File: config.mk
export PLATFORM = sky130hd
export DESIGN_NAME = march_bist_ctrl_flat
export DESIGN_NICKNAME = d
export VERILOG_FILES = /design/src/rtl/march_bist_if.sv /design/src/rtl/march_bist_ctrl.sv /design/src/flat_wrapper.sv
export SDC_FILE = /design/constraint.sdc
export NUM_CORES = 1
export LEC_CHECK = 0
export ABC_AREA = 1
export CAP_MARGIN = 20
export CORE_ASPECT_RATIO = 1.75
export CORE_UTILIZATION = 40
export DETAILED_ROUTE_END_ITERATION = 12
export PLACE_DENSITY_LB_ADDON = 0.05
export SETUP_SLACK_MARGIN = 0.15
export SYNTH_ARGS = -nofsm -noshare
export SYNTH_HDL_FRONTEND = slang
export SYNTH_SLANG_ARGS = --single-unit
File: constraint.sdc
create_clock -name clk -period 2.2 [get_ports clk]
set_input_delay 0.33 -clock clk [delete_from_list [all_inputs] [get_ports clk]]
set_output_delay 0.33 -clock clk [all_outputs]
set_load 0.01 [all_outputs]
File: src/rtl/march_bist_if.sv
// March C- BIST bus bundle: address-generator control and memory port.
// master = BIST controller, slave = address generator / memory under test.
interface march_bist_if #(
   parameter int Adr_size  = 4,
   parameter int Data_size = 8
) ();
   logic [Adr_size-1:0]  adr_in;
   logic                 adr_rst;
   logic                 adr_preset;
   logic                 adr_en;
   logic                 adr_up_down;
   logic                 mem_we;
   logic                 mem_re;
   logic [Data_size-1:0] mem_wdata;
   logic [Data_size-1:0] mem_rdata;

   modport master (
      input  adr_in, mem_rdata,
      output adr_rst, adr_preset, adr_en, adr_up_down,
      output mem_we, mem_re, mem_wdata
   );

   modport slave (
      output adr_in, mem_rdata,
      input  adr_rst, adr_preset, adr_en, adr_up_down,
      input  mem_we, mem_re, mem_wdata
   );
endinterface

File: src/rtl/march_bist_ctrl.sv
// March C- BIST sequencer: clk, rst_n (async low), start; bus (master) to
// address generator and SRAM; busy/done/fail/fail_adr/fail_elem status.
// Optional BIST_FAIL_CNT_EN adds fail_cnt[7:0] (saturating mismatch count).
module march_bist_ctrl #(
   parameter int Adr_size  = 4,
   parameter int Data_size = 8
) (
   input  logic                clk,
   input  logic                rst_n,
   input  logic                start,
   march_bist_if.master        bus,
   output logic                busy,
   output logic                done,
   output logic                fail,
   output logic [Adr_size-1:0] fail_adr,
`ifdef BIST_FAIL_CNT_EN
   output logic [2:0]          fail_elem,
   output logic [7:0]          fail_cnt
`else
   output logic [2:0]          fail_elem
`endif
);

   typedef enum logic [2:0] {
      IDLE, INIT, OP, DRAIN, DONE
   } state_t;

   state_t               state, state_n;
   logic [2:0]           elem, elem_n;
   logic                 op_idx, op_n;
   logic                 cmp_pend;
   logic [Data_size-1:0] cmp_exp;
   logic [Adr_size-1:0]  cmp_adr;
   logic [2:0]           cmp_elem;

   logic up, one_op, last_op, term, rd_op, bg, mis;

   // M0..M2 ascend, M3..M5 descend; M0/M5 have a single op.
   // Two-op elements read bg then write ~bg; bg=1 for M2/M4.
   assign up      = (elem <= 3'd2);
   assign one_op  = (elem == 3'd0) || (elem == 3'd5);
   assign last_op = one_op || op_idx;
   assign term    = up ? (&bus.adr_in) : ~(|bus.adr_in);
   assign bg      = (elem == 3'd2) || (elem == 3'd4);
   assign rd_op   = (elem == 3'd5) || (!one_op && !op_idx);
   assign mis     = cmp_pend && (bus.mem_rdata != cmp_exp);

   always_comb begin
      state_n         = state;
      elem_n          = elem;
      op_n            = op_idx;
      busy            = 1'b0;
      done            = 1'b0;
      bus.adr_rst     = 1'b0;
      bus.adr_preset  = 1'b0;
      bus.adr_en      = 1'b0;
      bus.adr_up_down = 1'b0;
      bus.mem_we      = 1'b0;
      bus.mem_re      = 1'b0;
      bus.mem_wdata   = '0;
      unique case (state)
         IDLE: begin
            if (start) begin
               state_n = INIT;
               elem_n  = 3'd0;
               op_n    = 1'b0;
            end
         end
         INIT: begin
            busy            = 1'b1;
            bus.adr_rst     = up;
            bus.adr_preset  = !up;
            bus.adr_up_down = up;
            state_n         = OP;
         end
         OP: begin
            busy            = 1'b1;
            bus.adr_up_down = up;
            if (rd_op) begin
               bus.mem_re = 1'b1;
            end else begin
               bus.mem_we    = 1'b1;
               bus.mem_wdata = {Data_size{(elem != 3'd0) && !bg}};
            end
            if (last_op) begin
               op_n = 1'b0;
               if (!term) begin
                  bus.adr_en = 1'b1;
               end else if (elem == 3'd5) begin
                  state_n = DRAIN;
               end else begin
                  elem_n  = elem + 3'd1;
                  state_n = INIT;
               end
            end else begin
               op_n = 1'b1;
            end
         end
         DRAIN: begin
            busy    = 1'b1;
            state_n = DONE;
         end
         DONE: begin
            done    = 1'b1;
            state_n = IDLE;
         end
         default: state_n = IDLE;
      endcase
   end

   always_ff @(posedge clk or negedge rst_n) begin
      if (!rst_n) begin
         state  <= IDLE;
         elem   <= 3'd0;
         op_idx <= 1'b0;
      end else begin
         state  <= state_n;
         elem   <= elem_n;
         op_idx <= op_n;
      end
   end

   // Read data arrives one cycle after mem_re; keep what to compare it with.
   always_ff @(posedge clk or negedge rst_n) begin
      if (!rst_n) begin
         cmp_pend <= 1'b0;
         cmp_exp  <= '0;
         cmp_adr  <= '0;
         cmp_elem <= 3'd0;
      end else begin
         cmp_pend <= bus.mem_re;
         cmp_exp  <= {Data_size{bg}};
         cmp_adr  <= bus.adr_in;
         cmp_elem <= elem;
      end
   end

   always_ff @(posedge clk or negedge rst_n) begin
      if (!rst_n) begin
         fail      <= 1'b0;
         fail_adr  <= '0;
         fail_elem <= 3'd0;
      end else if (state == IDLE && start) begin
         fail      <= 1'b0;
         fail_adr  <= '0;
         fail_elem <= 3'd0;
      end else if (mis && !fail) begin
         fail      <= 1'b1;
         fail_adr  <= cmp_adr;
         fail_elem <= cmp_elem;
      end
   end

`ifdef BIST_FAIL_CNT_EN
   always_ff @(posedge clk or negedge rst_n) begin
      if (!rst_n) begin
         fail_cnt <= 8'd0;
      end else if (state == IDLE && start) begin
         fail_cnt <= 8'd0;
      end else if (mis && fail_cnt != 8'hff) begin
         fail_cnt <= fail_cnt + 8'd1;
      end
   end
`endif

endmodule
File: src/flat_wrapper.sv
// flat-port wrapper written by rule: the top's interface ports become plain ports
module march_bist_ctrl_flat 
#(
   parameter int Adr_size  = 4,
   parameter int Data_size = 8
)
  (clk, rst_n, start, busy, done, fail, fail_adr, fail_elem, bus_adr_in, bus_mem_rdata, bus_adr_rst, bus_adr_preset, bus_adr_en, bus_adr_up_down, bus_mem_we, bus_mem_re, bus_mem_wdata);
  march_bist_if #(.Adr_size(Adr_size), .Data_size(Data_size)) bus_i ();
  input  logic clk;
  input  logic rst_n;
  input  logic start;
  output logic busy;
  output logic done;
  output logic fail;
  output logic [Adr_size-1:0] fail_adr;
  output logic [2:0] fail_elem;
  input wire logic [$bits(bus_i.adr_in)-1:0] bus_adr_in;
  input wire logic [$bits(bus_i.mem_rdata)-1:0] bus_mem_rdata;
  output wire logic [$bits(bus_i.adr_rst)-1:0] bus_adr_rst;
  output wire logic [$bits(bus_i.adr_preset)-1:0] bus_adr_preset;
  output wire logic [$bits(bus_i.adr_en)-1:0] bus_adr_en;
  output wire logic [$bits(bus_i.adr_up_down)-1:0] bus_adr_up_down;
  output wire logic [$bits(bus_i.mem_we)-1:0] bus_mem_we;
  output wire logic [$bits(bus_i.mem_re)-1:0] bus_mem_re;
  output wire logic [$bits(bus_i.mem_wdata)-1:0] bus_mem_wdata;
  assign bus_i.adr_in = bus_adr_in;
  assign bus_i.mem_rdata = bus_mem_rdata;
  assign bus_adr_rst = bus_i.adr_rst;
  assign bus_adr_preset = bus_i.adr_preset;
  assign bus_adr_en = bus_i.adr_en;
  assign bus_adr_up_down = bus_i.adr_up_down;
  assign bus_mem_we = bus_i.mem_we;
  assign bus_mem_re = bus_i.mem_re;
  assign bus_mem_wdata = bus_i.mem_wdata;
  march_bist_ctrl #(.Adr_size(Adr_size), .Data_size(Data_size)) u_core (.clk(clk), .rst_n(rst_n), .start(start), .bus(bus_i), .busy(busy), .done(done), .fail(fail), .fail_adr(fail_adr), .fail_elem(fail_elem));
endmodule
-- After elaboration in Yosys (flattened, before gate mapping)
Index checks and enable logic that the tools add are counted.
W data, S select, Z words.
- register bits: 24
- input port bits: 15
- output and inout port bits: 24
- logic and storage cells: 85
- $add $sub $neg: 1
- order comparisons: 1
- equality and inequality tests: 12
- multiplexer cells: 34
- bitwise logic cells: 1
- reduce and logical (&&, ||, !) cells: 26
- operators by type and width (cell ; count):
    $mux W3 ; 9
    $mux W1 ; 17
    $mux W8 ; 2
    $pmux W3 S4 ; 1
    $eq A3 B2 Y1 const B ; 3
    $eq A3 B3 Y1 const B ; 3
    $mux W4 ; 2
    $ne A8 B8 Y1 ; 1
    $logic_not A3 Y1 ; 2
    $pmux W3 S2 ; 1
    $logic_and A1 B1 Y1 ; 5
    $logic_not A1 Y1 ; 5
    $reduce_and A5 Y1 ; 1
    $logic_or A1 B1 Y1 ; 4
    $ne A2 B1 Y1 const B ; 2
    $ne A2 B2 Y1 const B ; 2
    $reduce_and A4 Y1 ; 1
    $reduce_bool A2 Y1 ; 2
    $reduce_or A4 Y1 ; 1
    $add A3 B1 Y3 const B ; 1
    $eq A3 B1 Y1 const B ; 1
    $le A3 B2 Y1 const B ; 1
    $reduce_and A3 Y1 ; 1
    $reduce_bool A3 Y1 ; 1
    6 further kinds ; 6

-- Logic depth before layout (Yosys ltp)
- word-level depth: 7
- depth in mapped cells: 10
- depth with buffers taken out: 10

-- Worst setup path before layout
OpenSTA, ideal clock, no wires.
- kind: register to output
- start: register u_core.elem[0]
- end: output port bus_mem_wdata[1]
- arrival time: 1965 ps
- data required time: 1870 ps
- path slack: -95 ps
- cell stages (with the launch flop): 10
- cells stage by stage: dfrtp_1 -> inv_1 -> ha_1 -> inv_1 -> nor2_1 -> nor2_2 -> a21oi_1 -> nand2_1 -> nor3_1 -> buf_4
- cells in the longest elaborated chain, start to end: 7
- elaborated cells on any way between the ends: 14
- those cells by class: 3 x eq/ne; 2 x mux; 9 x reduce/logical
- RTL lines (item ; RTL line ; RTL):
    from (decl) ; march_bist_ctrl.sv:29 ; logic [2:0] elem, elem_n;
    from (signal assigned) ; march_bist_ctrl.sv:118 ; elem <= elem_n;
    $eq A3 B3 Y1 / $logic_not A3 Y1 (equally long branches) ; march_bist_ctrl.sv:41, march_bist_ctrl.sv:45 ;
    $logic_or A1 B1 Y1 ; march_bist_ctrl.sv:41 ; assign one_op = (elem == 3'd0) || (elem == 3'd5);
    $logic_not A1 Y1 ; march_bist_ctrl.sv:45 ; assign rd_op = (elem == 3'd5) || (!one_op && !op_idx);
    $logic_and A1 B1 Y1 ; march_bist_ctrl.sv:45 ;
    $logic_or A1 B1 Y1 ; march_bist_ctrl.sv:45 ;
    $mux W8 (*) ; march_bist_ctrl.sv:79 ; if (rd_op) begin
    $mux W8 (*) ; march_bist_ctrl.sv:61 ; unique case (state)
    to (decl) ; flat_wrapper.sv:25 ; output wire logic [$bits(bus_i.mem_wdata)-1:0] bus_mem_wdata;
Mark *: on every way between the ends. The rest lies on a longest branch, timed or not.

-- Worst setup path after layout
- start: register u_core.elem[0]
- end: output port bus_mem_wdata[2]
The elaborated chain is that of the path after synthesis.

==> summary.md <==
| Metric | Value |
|---|---|
| Outcome | `complete, no violations` |
| CP required | `1.87 ns` |
| Largest net degree at the start of global routing | `25` |
| Register area share after synthesis | `47.2%` |
| CP Capture Type | `output port` |
| GRT Util Overall | `18.6%` |
| F_max | `0.455 GHz` |
| Flop-to-flop setup slack | `0.50 ns` |
| Pwr/cell area | `1120 nW/um^2` |
| Initial antenna violation count | `0` |
| CTS clk-pin slew, worst paths | `0.09 ns` |
| Placed cells | `233` |
| Layout Cells excl Fill | `243` |
| # rows | `26` |
| Worst Skew | `0.00362 ns` |
| Maxcap violations | `0` |
| Worst slew pin tran | `0.523 ns` |
| WS Path Type | `reg -> out` |
| Via Count | `1171` |
| Layout cell share with drive strength beyond 1 | `34.3%` |
| Slew HR | `65.1%` |
| Critical path fanouts, max | `3` |
| Clk root buf | `clkbuf_8` |
| Final hold vios | `0` |
| Drt initial violations | `17` |
| DRC viols | `0` |
| Worst setup SP type | `flip-flop` |
| Dpl hpwl | `2270 um` |
| DRT antenna net count | `0` |
| H-Tree Depth | `1` |
| Final number of setup-violating endpoints | `0` |
| Most frequent cells in the layout | `nand2_1, clkdlybuf4s50_1, dfrtp_1` |
| Final Critical Period | `2.20 ns` |
| Clock latency on the worst-skew pair | `0.26 ns` |
| Fillers | `247` |
| Area grow syn2layout | `52.0%` |
| P_leak | `0.943 nW` |
| Die height | `76.7 um` |
| Type of the worst min-delay path | `in -> async` |
| Vias in the first global route | `1084` |
| Synthesized netlist cell count | `148` |
| I/O pin cnt | `39` |
| Die area | `3420 um^2` |
| Area contributors post-synth | `dfrtp_1, nand2_1, nor2_1` |
| Die width | `44.7 um` |
| Synthesized area | `1270 um^2` |
| Placer Congestion | `0.796` |
| GRT overflow | `0` |
| First-pass GRT wire length | `4710 um` |
| Drt total wl | `3130 um` |
| RSZ-0062 raised after global routing | `yes` |
| DR WL/cell | `12.9 um` |
| Reg2Reg Depth | `13` |
| Top cell type's share of synthesized area | `47.2%` |
| RR Startpoint | `u_core.elem[0]` |
| Avg Cell Area, Syn | `8.61 um^2` |
| Max clock buf depth | `2` |
| Synth Register Bits | `24` |
| TritonCTS clock tree | `done` |
| ANT cells | `0` |
| Synth Warn # | `0` |
| Max VDD drop | `0.738 mV` |
| Post-Syn Nets | `167` |
| Hold_ws | `0.428 ns` |
| Core Region | `2960 um^2` |
| TritonCTS Buffers | `3` |
| Initial Utilization | `43.0%` |
| Synth area leader | `dfrtp_1` |
| Count of input and output buffers | `38` |
| DR vias/cell | `4.82` |
| Period utilisation layout | `100%` |
| Reg-to-Reg End | `u_core.elem[1]` |
| Data arrival, critical path | `1.87 ns` |
| Post-layout nets | `221` |
| Most common cell after layout, fill and taps aside | `nand2_1` |
| First-pass DRT Iterations | `2` |
| Yosys cell types | `24` |
| Slew Viols, Final | `0` |
| Clk sinks | `24` |
registers in the layout, summed over array words and instances, names as in the netlist:
name / flops
u_core.elem: 3
u_core.cmp_elem: 3
u_core.op_idx: 1
u_core.fail_elem: 3
u_core.state: 3
u_core.fail: 1
u_core.cmp_pend: 1
u_core.fail_adr: 4
u_core.cmp_exp: 1
u_core.cmp_adr: 4
per-layer routing:
layer,part of all wire [%],global-route usage [%]
met5,0,0
met3,2.0,2.12
met2,60,35.3
met4,3.9,9.09
met1,34,18.2
Yosys cell counts:
library cell / n
a21oi_1: 3
a21oi_4: 1
a31oi_1: 1
and2_1: 1
buf_4: 8
clkinv_2: 1
dfrtp_1: 24
ha_1: 4
inv_1: 11
inv_2: 2
nand2_1: 32
nand2_2: 2
nand3_1: 9
nand3_2: 1
nand3_4: 2
nand4_1: 10
nand4_2: 1
nor2_1: 24
nor2_2: 3
nor2_4: 2
nor3_1: 3
o21ai_0: 1
o31ai_1: 1
xnor2_1: 1
stage by stage:
stage	worst slack, ns	area, um^2	TNS [ns]	power (mW)	utilization, %
2_1_floorplan	0.150	1280	0	1.23	-
3_3_place_gp	-0.0668	1760	-0.522	1.70	59.3
3_5_place_dp	-0.163	1760	-1.23	1.73	59.3
4_1_cts	-0.0514	1850	-0.341	2.04	62.5
5_1_grt	-0.0682	1940	-0.196	2.31	65.4
6_report	0.00107	1940	0	2.17	65.4
power breakdown:
part	internal, mW	switching (mW)
Combinational	0.579	0.665
Clock	0.160	0.138
Sequential	0.542	0.0849
area by class of cell:
class	instances	area, um^2	area share, %
inverters	14	53.8	2.78
repair buffers	57	519	26.8
clock buffers	4	55.1	2.84
multi-input cells	102	654	33.8
flip-flops and latches	24	601	31.0
well taps	42	52.6	2.71
critical path: stages, from the launching register on:
cell and delay [ns]:
dfrtp_1 0.45, inv_2 0.08, ha_4 0.16, inv_2 0.07, nor2_4 0.04, buf_4 0.14, buf_4 0.13, nor3_4 0.21
buf_6 0.13, buf_4 0.10, buf_6 0.09
what timing repair did:
action	in CTS	in global routing
resized for setup	53	34
setup buffers	4	2
endpoints found under the hold margin	0	0
pin swaps	4	6
setup endpoints to repair	14	14
hold buffers	0	0
how the worst max path moves through the flow:
stage                               from               end  slack, ns  cells after the start
final                     u_core.elem[0]  bus_mem_wdata[2]      0.001                     10
after global routing      u_core.elem[1]  bus_mem_wdata[2]      -0.07                     11
after CTS                 u_core.elem[1]  bus_mem_wdata[1]      -0.05                     10
after detailed placement  u_core.elem[1]  bus_mem_wdata[2]      -0.16                      9
after global placement    u_core.elem[1]  bus_mem_wdata[2]      -0.07                      9
after floorplan           u_core.elem[0]  bus_mem_wdata[1]       0.15                      9
logic make-up (layout without fill, tap and decap cells):
group           after synthesis  in the layout  share of synthesized area, %
xor+xnor                      1              1                         0.688
flops                        24             24                          47.2
compound gates                7              7                          3.93
simple gates                 90             90                          35.4
fa+ha+maj                     4              4                          3.93
buf+inv                      22             75                          8.94
Power figures use the tool's default switching activity.
